## src/rtl/raymarch_frame_sequencer.sv

```systemverilog
// Walks a WIDTH x HEIGHT frame in raster order through the raymarcher, packs each
// returned colour to RGB565 and drains it to the frame buffer through a small FIFO.
module raymarch_frame_sequencer #(
  parameter int unsigned WIDTH      = 300,
  parameter int unsigned HEIGHT     = 300,
  parameter int unsigned COORD_W    = 33,
  parameter int unsigned ADDR_W     = 17,
  parameter int unsigned FIFO_DEPTH = 4
) (
  input  logic               clk_in,
  input  logic               rst_n_in,
  input  logic               frame_start_in,
  output logic               busy_out,
  output logic               frame_done_out,
  output logic               err_out,
  output logic [COORD_W-1:0] rm_x_out,
  output logic [COORD_W-1:0] rm_y_out,
  output logic               rm_start_out,
  input  logic               rm_done_in,
  input  logic [COORD_W-1:0] rm_x_in,
  input  logic [COORD_W-1:0] rm_y_in,
  input  logic [7:0]         rm_red_in,
  input  logic [7:0]         rm_green_in,
  input  logic [7:0]         rm_blue_in,
  output logic               fb_valid_out,
  input  logic               fb_ready_in,
  output logic [ADDR_W-1:0]  fb_addr_out,
  output logic [15:0]        fb_data_out
);

  localparam int unsigned PtrW = (FIFO_DEPTH > 1) ? $clog2(FIFO_DEPTH) : 1;
  localparam int unsigned CntW = PtrW + 1;
  localparam int unsigned EntW = ADDR_W + 16;

  localparam logic [1:0] StIdle  = 2'd0;
  localparam logic [1:0] StIssue = 2'd1;
  localparam logic [1:0] StWait  = 2'd2;
  localparam logic [1:0] StDrain = 2'd3;

  localparam logic [COORD_W-1:0] XLast = COORD_W'(WIDTH - 1);
  localparam logic [COORD_W-1:0] YLast = COORD_W'(HEIGHT - 1);
  localparam logic [CntW-1:0]    Depth = CntW'(FIFO_DEPTH);

  logic [1:0]         state_q, state_d;
  logic [COORD_W-1:0] x_q, x_d, y_q, y_d;
  logic [ADDR_W-1:0]  addr_q, addr_d;
  logic               busy_q, busy_d, done_q, done_d, err_q, err_d, start_q, start_d;

  logic [EntW-1:0]    mem_q [FIFO_DEPTH];
  logic [PtrW-1:0]    wr_ptr_q, rd_ptr_q;
  logic [CntW-1:0]    cnt_q, cnt_d;
  logic               push, pop;
  logic [15:0]        pixel_rgb;
  logic               unused_colour;

  assign pixel_rgb     = {rm_red_in[7:3], rm_green_in[7:2], rm_blue_in[7:3]};
  assign unused_colour = ^{rm_red_in[2:0], rm_green_in[1:0], rm_blue_in[2:0]};

  assign push = (state_q == StWait) && rm_done_in;
  assign pop  = (cnt_q != '0) && fb_ready_in;

  always_comb begin
    cnt_d = cnt_q;
    unique case ({push, pop})
      2'b10:   cnt_d = cnt_q + CntW'(1);
      2'b01:   cnt_d = cnt_q - CntW'(1);
      default: ;
    endcase
  end

  always_comb begin
    state_d = state_q;
    x_d     = x_q;
    y_d     = y_q;
    addr_d  = addr_q;
    busy_d  = busy_q;
    err_d   = err_q;
    done_d  = 1'b0;
    start_d = 1'b0;
    unique case (state_q)
      StIdle: begin
        if (frame_start_in) begin
          x_d     = '0;
          y_d     = '0;
          addr_d  = '0;
          err_d   = 1'b0;
          busy_d  = 1'b1;
          state_d = StIssue;
        end
      end
      StIssue: begin
        if (cnt_q < Depth) begin
          start_d = 1'b1;
          state_d = StWait;
        end
      end
      StWait: begin
        if (rm_done_in) begin
          if ((rm_x_in != x_q) || (rm_y_in != y_q)) err_d = 1'b1;
          if ((x_q == XLast) && (y_q == YLast)) begin
            state_d = StDrain;
          end else begin
            if (x_q == XLast) begin
              x_d = '0;
              y_d = y_q + COORD_W'(1);
            end else begin
              x_d = x_q + COORD_W'(1);
            end
            addr_d  = addr_q + ADDR_W'(1);
            state_d = StIssue;
          end
        end
      end
      default: begin
        // Finish on the cycle the last entry leaves, so done lands right after that pop.
        if (cnt_d == '0) begin
          done_d  = 1'b1;
          busy_d  = 1'b0;
          state_d = StIdle;
        end
      end
    endcase
  end

  always_ff @(posedge clk_in or negedge rst_n_in) begin
    if (!rst_n_in) begin
      state_q <= StIdle;
      x_q     <= '0;
      y_q     <= '0;
      addr_q  <= '0;
      busy_q  <= 1'b0;
      done_q  <= 1'b0;
      err_q   <= 1'b0;
      start_q <= 1'b0;
    end else begin
      state_q <= state_d;
      x_q     <= x_d;
      y_q     <= y_d;
      addr_q  <= addr_d;
      busy_q  <= busy_d;
      done_q  <= done_d;
      err_q   <= err_d;
      start_q <= start_d;
    end
  end

  // Storage is cleared on reset so the head outputs read zero after an abandoned frame.
  always_ff @(posedge clk_in or negedge rst_n_in) begin
    if (!rst_n_in) begin
      for (int i = 0; i < FIFO_DEPTH; i++) mem_q[i] <= '0;
      wr_ptr_q <= '0;
      rd_ptr_q <= '0;
      cnt_q    <= '0;
    end else begin
      if (push) begin
        mem_q[wr_ptr_q] <= {addr_q, pixel_rgb};
        wr_ptr_q        <= wr_ptr_q + PtrW'(1);
      end
      if (pop) rd_ptr_q <= rd_ptr_q + PtrW'(1);
      cnt_q <= cnt_d;
    end
  end

  assign busy_out       = busy_q;
  assign frame_done_out = done_q;
  assign err_out        = err_q;
  assign rm_x_out       = x_q;
  assign rm_y_out       = y_q;
  assign rm_start_out   = start_q;
  assign fb_valid_out   = (cnt_q != '0);
  assign fb_addr_out    = mem_q[rd_ptr_q][EntW-1:16];
  assign fb_data_out    = mem_q[rd_ptr_q][15:0];

endmodule

```

## config.mk

```make
export PLATFORM = sky130hd
export DESIGN_NAME = raymarch_frame_sequencer
export DESIGN_NICKNAME = d
export VERILOG_FILES = /design/src/rtl/raymarch_frame_sequencer.sv
export SDC_FILE = /design/constraint.sdc
export NUM_CORES = 1
export LEC_CHECK = 0
export BUFFER_PORTS_ARGS = -buffer_cell sky130_fd_sc_hd__buf_4
export CAP_MARGIN = 20
export CORE_ASPECT_RATIO = 0.7
export CORE_MARGIN = 3
export CORE_UTILIZATION = 25
export CTS_CLUSTER_SIZE = 20
export DETAILED_ROUTE_END_ITERATION = 7
export MAX_ROUTING_LAYER = met4
export PLACE_DENSITY = 0.4
export SYNTH_ARGS = -nofsm -noshare
export SYNTH_HDL_FRONTEND = slang
export SYNTH_SLANG_ARGS = --single-unit
```

## constraint.sdc

```tcl
create_clock -name clk_in -period 3.3 [get_ports clk_in]
set_clock_uncertainty 0.05 [all_clocks]
set_input_delay 0.66 -clock clk_in [delete_from_list [all_inputs] [get_ports clk_in]]
set_output_delay 0.66 -clock clk_in [all_outputs]
set_load 0.005 [all_outputs]
```

## Yosys cells after proc, flatten, opt, wreduce, memory -nomap -nowiden

Index checks and enable logic that the tools add are counted.

- Register bits after elaboration: 228
- Input port bits: 95
- Word-level logic and storage cells: 98

- Add/sub/neg operators: 7
- Magnitude comparators: 4
- Eq/ne operators: 14
- Mux-type cells: 37
- Bitwise logic cells: 3
- Reductions and logical operators: 18

Operators by type and width:

| operator | number |
|---|---|
| $mux 33 | 10 |
| $bwmux 132 | 1 |
| $pmux 33 s2 | 2 |
| $add 33x1->33 const B | 2 |
| $bmux 33 s2 | 1 |
| $demux 33 s2 | 1 |
| $eq 33x9->1 const B | 2 |
| $ne 33x33->1 | 2 |
| $mux 17 | 3 |
| $pmux 17 s2 | 1 |
| $add 17x1->17 const B | 1 |
| $reduce_and 4->1 | 3 |
| $mux 2 | 5 |
| $mux 1 | 9 |
| $ne 2x2->1 const B | 4 |
| $ge 3x3->1 const B | 2 |
| $not 2->3 | 2 |
| $pmux 2 s3 | 1 |
| $pmux 3 s2 | 1 |
| $reduce_and 5->1 | 1 |
| $add 2x1->2 const B | 2 |
| $eq 2x1->1 const B | 2 |
| $eq 2x2->1 const B | 2 |
| $logic_and 1x1->1 | 4 |
| 16 further kinds | 19 |

## Logic depth before layout (Yosys ltp)

- Depth after elaboration: 7
- Depth in mapped cells: 14

## Worst setup path before layout

Ideal clock, no wire load.

- Kind: reg-to-reg
- Start: register state_q[0]
- End: register state_q[1]
- Setup time: 125 ps
- Data arrival time: 2,881 ps
- Setup slack: 245 ps
- Cell stages (with the launch flop): 15
- Path buffers: 2
- Period minus slack after synthesis: 3,055 ps
- Path through: dfrtp_1 -> inv_1 -> ha_1 -> buf_6 -> buf_6 -> nand2_1 -> ha_1 -> inv_1 -> fa_1 -> xor2_1 -> nor2_1 -> xnor2_1 -> and3_1 -> o41ai_1 -> mux2_2

- Word-level cells in the longest chain between the ends: 7
- Elaborated cells on any way between the ends: 14

RTL lines:

| item | RTL line | text |
|---|---|---|
| start: declaration | 44 | `logic [1:0] state_q, state_d;` |
| start signal: assignment | 127 | `state_q <= StIdle;` |
| start signal: assignment | 136 | `state_q <= state_d;` |
| $eq 2x2->1 | 59, 80 |  |
| $logic_and 1x1->1 | 59 | `assign push = (state_q == StWait) && rm_done_in;` |
| $eq 2x1->1 / $eq 2x2->1 (equally long branches) | 64 | `unique case ({push, pop})` |
| $pmux 3 s2 | 64 |  |
| $logic_not 3->1 | 116 | `if (cnt_d == '0) begin` |
| $reduce_bool 4->1 (no line) | n/a |  |
| $reduce_and 4->1 (no line) | n/a |  |

Several ways; a longest one is shown, not always the timed one.
A chain may end at the register's enable or synchronous reset.

## Final worst setup path

- Start: register cnt_q[0]
- End: register state_q[1]

- Word-level cells in the longest chain between the ends: 7
- Elaborated cells on any way between the ends: 12

RTL lines:

| item | RTL line | text |
|---|---|---|
| start: declaration | 51 | `logic [CntW-1:0] cnt_q, cnt_d;` |
| start signal: assignment | 160 | `cnt_q <= cnt_d;` |
| $reduce_bool 3->1 (*) | 60 | `assign pop = (cnt_q != '0) && fb_ready_in;` |
| $logic_and 1x1->1 (*) | 60 |  |
| named net pop | 52 | `logic push, pop;` |
| $eq 2x1->1 / $eq 2x2->1 (equally long branches) | 64 |  |
| $pmux 3 s2 (*) | 64 |  |
| $logic_not 3->1 (*) | 116 |  |
| $reduce_bool 4->1 (no line) (*) | n/a |  |
| $reduce_and 4->1 (no line) (*) | n/a |  |

Mark *: on every way through the listed nets, which the timed path passes. The rest lies on a longest branch.

==> flow_summary.json <==
{
  "vias": 9873,
  "yosysSeqAreaShare_pct": 46.5,
  "dieArea_um2": 51800,
  "rsz0062_at_grt": "false",
  "utilization_pct": 32.6,
  "grt_max_degree": 56,
  "hold_viol_final": 0,
  "initial_core_util_pct": 25.5,
  "syn_area_per_cell_um2": 10.9,
  "worst-setup-path-type": "reg2reg",
  "fmax_mhz": 322,
  "swShare_pct": 34.1,
  "die_w_um": 271,
  "cp.required_ps": 3690,
  "synth_area_um2": 12300,
  "slew_viol_final": 0,
  "antenna_found_initial": 0,
  "end_kind": "register",
  "synthArstFlopShare_pct": 100,
  "vdd_drop_max_mv": 0.362,
  "grt_pass1_vias": 9912,
  "setup_slack_ps": 198,
  "dpl_worst_slack_ps": 153,
  "nets": 1439,
  "synthFlopType": "dfrtp_1",
  "post_drt_wl_per_cell_um": 21.0,
  "grt_overflow": 0,
  "netlist_instances": 1125,
  "crit_path_frequent_cell": "mux2_2",
  "power.density_nw_per_um2": 728,
  "r2r_setup_slack_ps": 200,
  "synth_cell_types": 70,
  "worstPathCellList": "or3_1 -> and2_1 -> ha_1 -> inv_1 -> fa_1 -> mux2_2 -> and3_1 -> o41ai_1 -> mux2_2",
  "fill_cells": 4891,
  "cpPeakStageDelay_ps": 410,
  "maxCapViolations": 0,
  "ant_nets": 0,
  "core_um2": 48200,
  "critPathTopFamily": "simple AND/OR/NAND/NOR gates",
  "drive_above_1_share_pct": 36.6,
  "worstSkewPairLatency_ps": 560,
  "seqPwrFrac_pct": 36.5,
  "cpMaxStageDelayCell": "fa_1",
  "leakagePower_nw": 6.98,
  "crit_fanout": 3,
  "clockBufferDepth": 3,
  "dr.first_iter.drc_count": 684,
  "tns_ps": 0,
  "holdBufCountCts": 1,
  "period_minus_slack_ps": 3100,
  "cts_root_buffer": "clkbuf_16",
  "grt_usage_pct": 16.4,
  "io_pins": 199,
  "synth_edf_count": 0,
  "tightest_slew_ps": 712,
  "grt_pass1_wl_um": 64000,
  "pwr-share-clk_pct": 27.3,
  "crit_buf_inv": 1,
  "clk_pin_slew_worst_paths_ps": 60,
  "ys_warn_count": 0,
  "p_switching_mw": 3.90,
  "routed_wl_um": 42200,
  "fin_crit_sh_pct": 94.0,
  "hpwlAfterDp_um": 29500,
  "cts_tree": "built",
  "antenna_cells": 0,
  "internal-power_mw": 7.54,
  "relSlewSlack_pct": 51.9,
  "synth_nets": 1233,
  "cp-start-kind": "register",
  "syn_to_final_growth_pct": 28.0,
  "ys_ff_latch": 228,
  "cts_resized": 0,
  "place_congestion": 0.878,
  "hp-class": "in2reg",
  "avgViaCountPerCell": 4.92,
  "htree_num_levels": 1,
  "port_buffers": 190,
  "critPathArrivalTime_ps": 3490,
  "clock-sinks": 228,
  "p_comb_share_pct": 36.2,
  "cts-buffers-inserted": 26,
  "drcViolationCount": 0,
  "rows": 67,
  "finalSetupViolCount": 0,
  "firstDrtPassIters": 5,
  "die_h_um": 191,
  "post-cts-setup-buffer-count": 0,
  "outcome": "finished clean"
}
-- cells in the mapped netlist, drive strengths merged, types with 4 or more instances --
cell / instances / area share, %
mux2: 131 / 12
or3: 11 / 0.56
o22ai: 11 / 0.56
inv: 41 / 1.3
nand4b: 4 / 0.29
nor2: 46 / 1.4
a31o: 4 / 0.29
or4: 25 / 1.5
nand4: 49 / 2.5
mux4: 33 / 6.1
o2bb2ai: 6 / 0.43
xnor2: 45 / 3.2
and4: 7 / 0.51
nor4: 31 / 1.8
o21ai: 64 / 2.6
buf: 26 / 1.5
and2: 6 / 0.31
ha: 12 / 1.2
a21oi: 21 / 0.86
nand3: 57 / 2.4
xor2: 15 / 1.1
nand2: 84 / 2.6
o211ai: 12 / 0.73
clkbuf: 60 / 1.9
a22o: 5 / 0.36
nor3: 8 / 0.33
a31oi: 11 / 0.56
nor4b: 6 / 0.43
and3: 13 / 0.66
dfrtp: 228 / 47
o31ai: 12 / 0.73
-- stage by stage --
stage               power (mW)  hold WS (ps)  instances  instance area [um2]
global route              12.2           295       2006                15700
floorplan                 6.62           314       1125                12300
global placement          8.41           408       1957                14800
finish                    11.4           313       2006                15700
CTS                       11.7           276       2006                15700
detailed placement        8.46           420       1957                14800
-- cells by family after synthesis --
group | share of synthesized area [%]
adders and majority gates | 1.39
muxes | 18.3
AOI/OAI and AO/OA | 8.99
xor gates and xnor gates | 4.28
buffers and inverters | 4.67
DFF | 46.5
and+or+nand+nor | 15.8
-- metal layers --
| layer | global-route usage (%) | up-vias | share of wire [%] |
|---|---|---|---|
| met2 | 23.5 | 271 | 43 |
| met1 | 24.2 | 4971 | 50 |
| li1 | - | 4591 | - |
| met4 | 2.72 | 0 | 1.4 |
| met3 | 3.25 | 40 | 6.0 |
| met5 | - | - | 0 |
-- power by group through the flow --
| stage | Clock, mW | Combinational, mW | Sequential, mW |
|---|---|---|---|
| 6_report | 3.13 | 4.14 | 4.17 |
| 5_1_grt | 3.35 | 4.56 | 4.30 |
| 3_5_place_dp | 0 | 4.24 | 4.23 |
| 2_1_floorplan | 0 | 2.67 | 3.95 |
| 4_1_cts | 3.26 | 4.25 | 4.18 |
| 3_3_place_gp | 0 | 4.20 | 4.21 |
-- layout make-up --
type                            instances  area, um2  share of cell area (%)
Inverter                               41        154                   0.980
Multi-Input combinational cell        770       6030                    38.4
Sequential cell                       228       5710                    36.3
Clock inverter                         11        148                   0.940
Clock buffer                           37        782                    4.98
Tap cell                              655        820                    5.22
Timing Repair Buffer                  264       2070                    13.2
-- cells in the final DEF, fill, tap and decap left out, types with 4 or more instances in the layout --
cell type and n:
dfrtp_1 227, clkbuf_16 26, or3_1 11, nand4b_1 4, nor3_1 8, a21oi_1 21, inv_1 41, xnor2_1 45
mux4_2 33, o2bb2ai_1 6, nand4_1 49, clkbuf_8 9, o31ai_1 12, o21ai_0 57, o211ai_1 12, o22ai_1 11
nor4_1 28, a22o_1 5, nand3_2 5, nor4b_1 6, xor2_1 15, and2_1 4, nand2_1 84, mux2_2 131
ha_1 11, and4_1 6, clkinv_2 5, nor2_1 46, or4_1 25, buf_12 6, nand3_1 52, a31oi_1 11
buf_4 256, and3_1 13, o21ai_1 5
-- flip-flops by register name, summed over array words and instances (netlist names) --
| register | cells |
|---|---|
| rm_start_out | 1 |
| state_q | 2 |
| mem_q | 132 |
| err_out | 1 |
| rm_y_out | 33 |
| cnt_q | 3 |
| rm_x_out | 33 |
| busy_out | 1 |
| rd_ptr_q | 2 |
| wr_ptr_q | 2 |
| frame_done_out | 1 |
| addr_q | 17 |
-- final timing paths --
path / start / depth (start not counted) / end
worst max register to register: cnt_q[0] / 9 / state_q[1]
min in group asynchronous: rst_n_in / 2 / mem_q[111]
worst max-delay path: cnt_q[0] / 9 / state_q[1]
worst min register to register: mem_q[64] / 2 / mem_q[64]
worst min-delay path: rm_red_in[4] / 2 / mem_q[78]
max in group asynchronous: rst_n_in / 3 / addr_q[11]
Note: power is estimated with default switching activity, not from simulation.
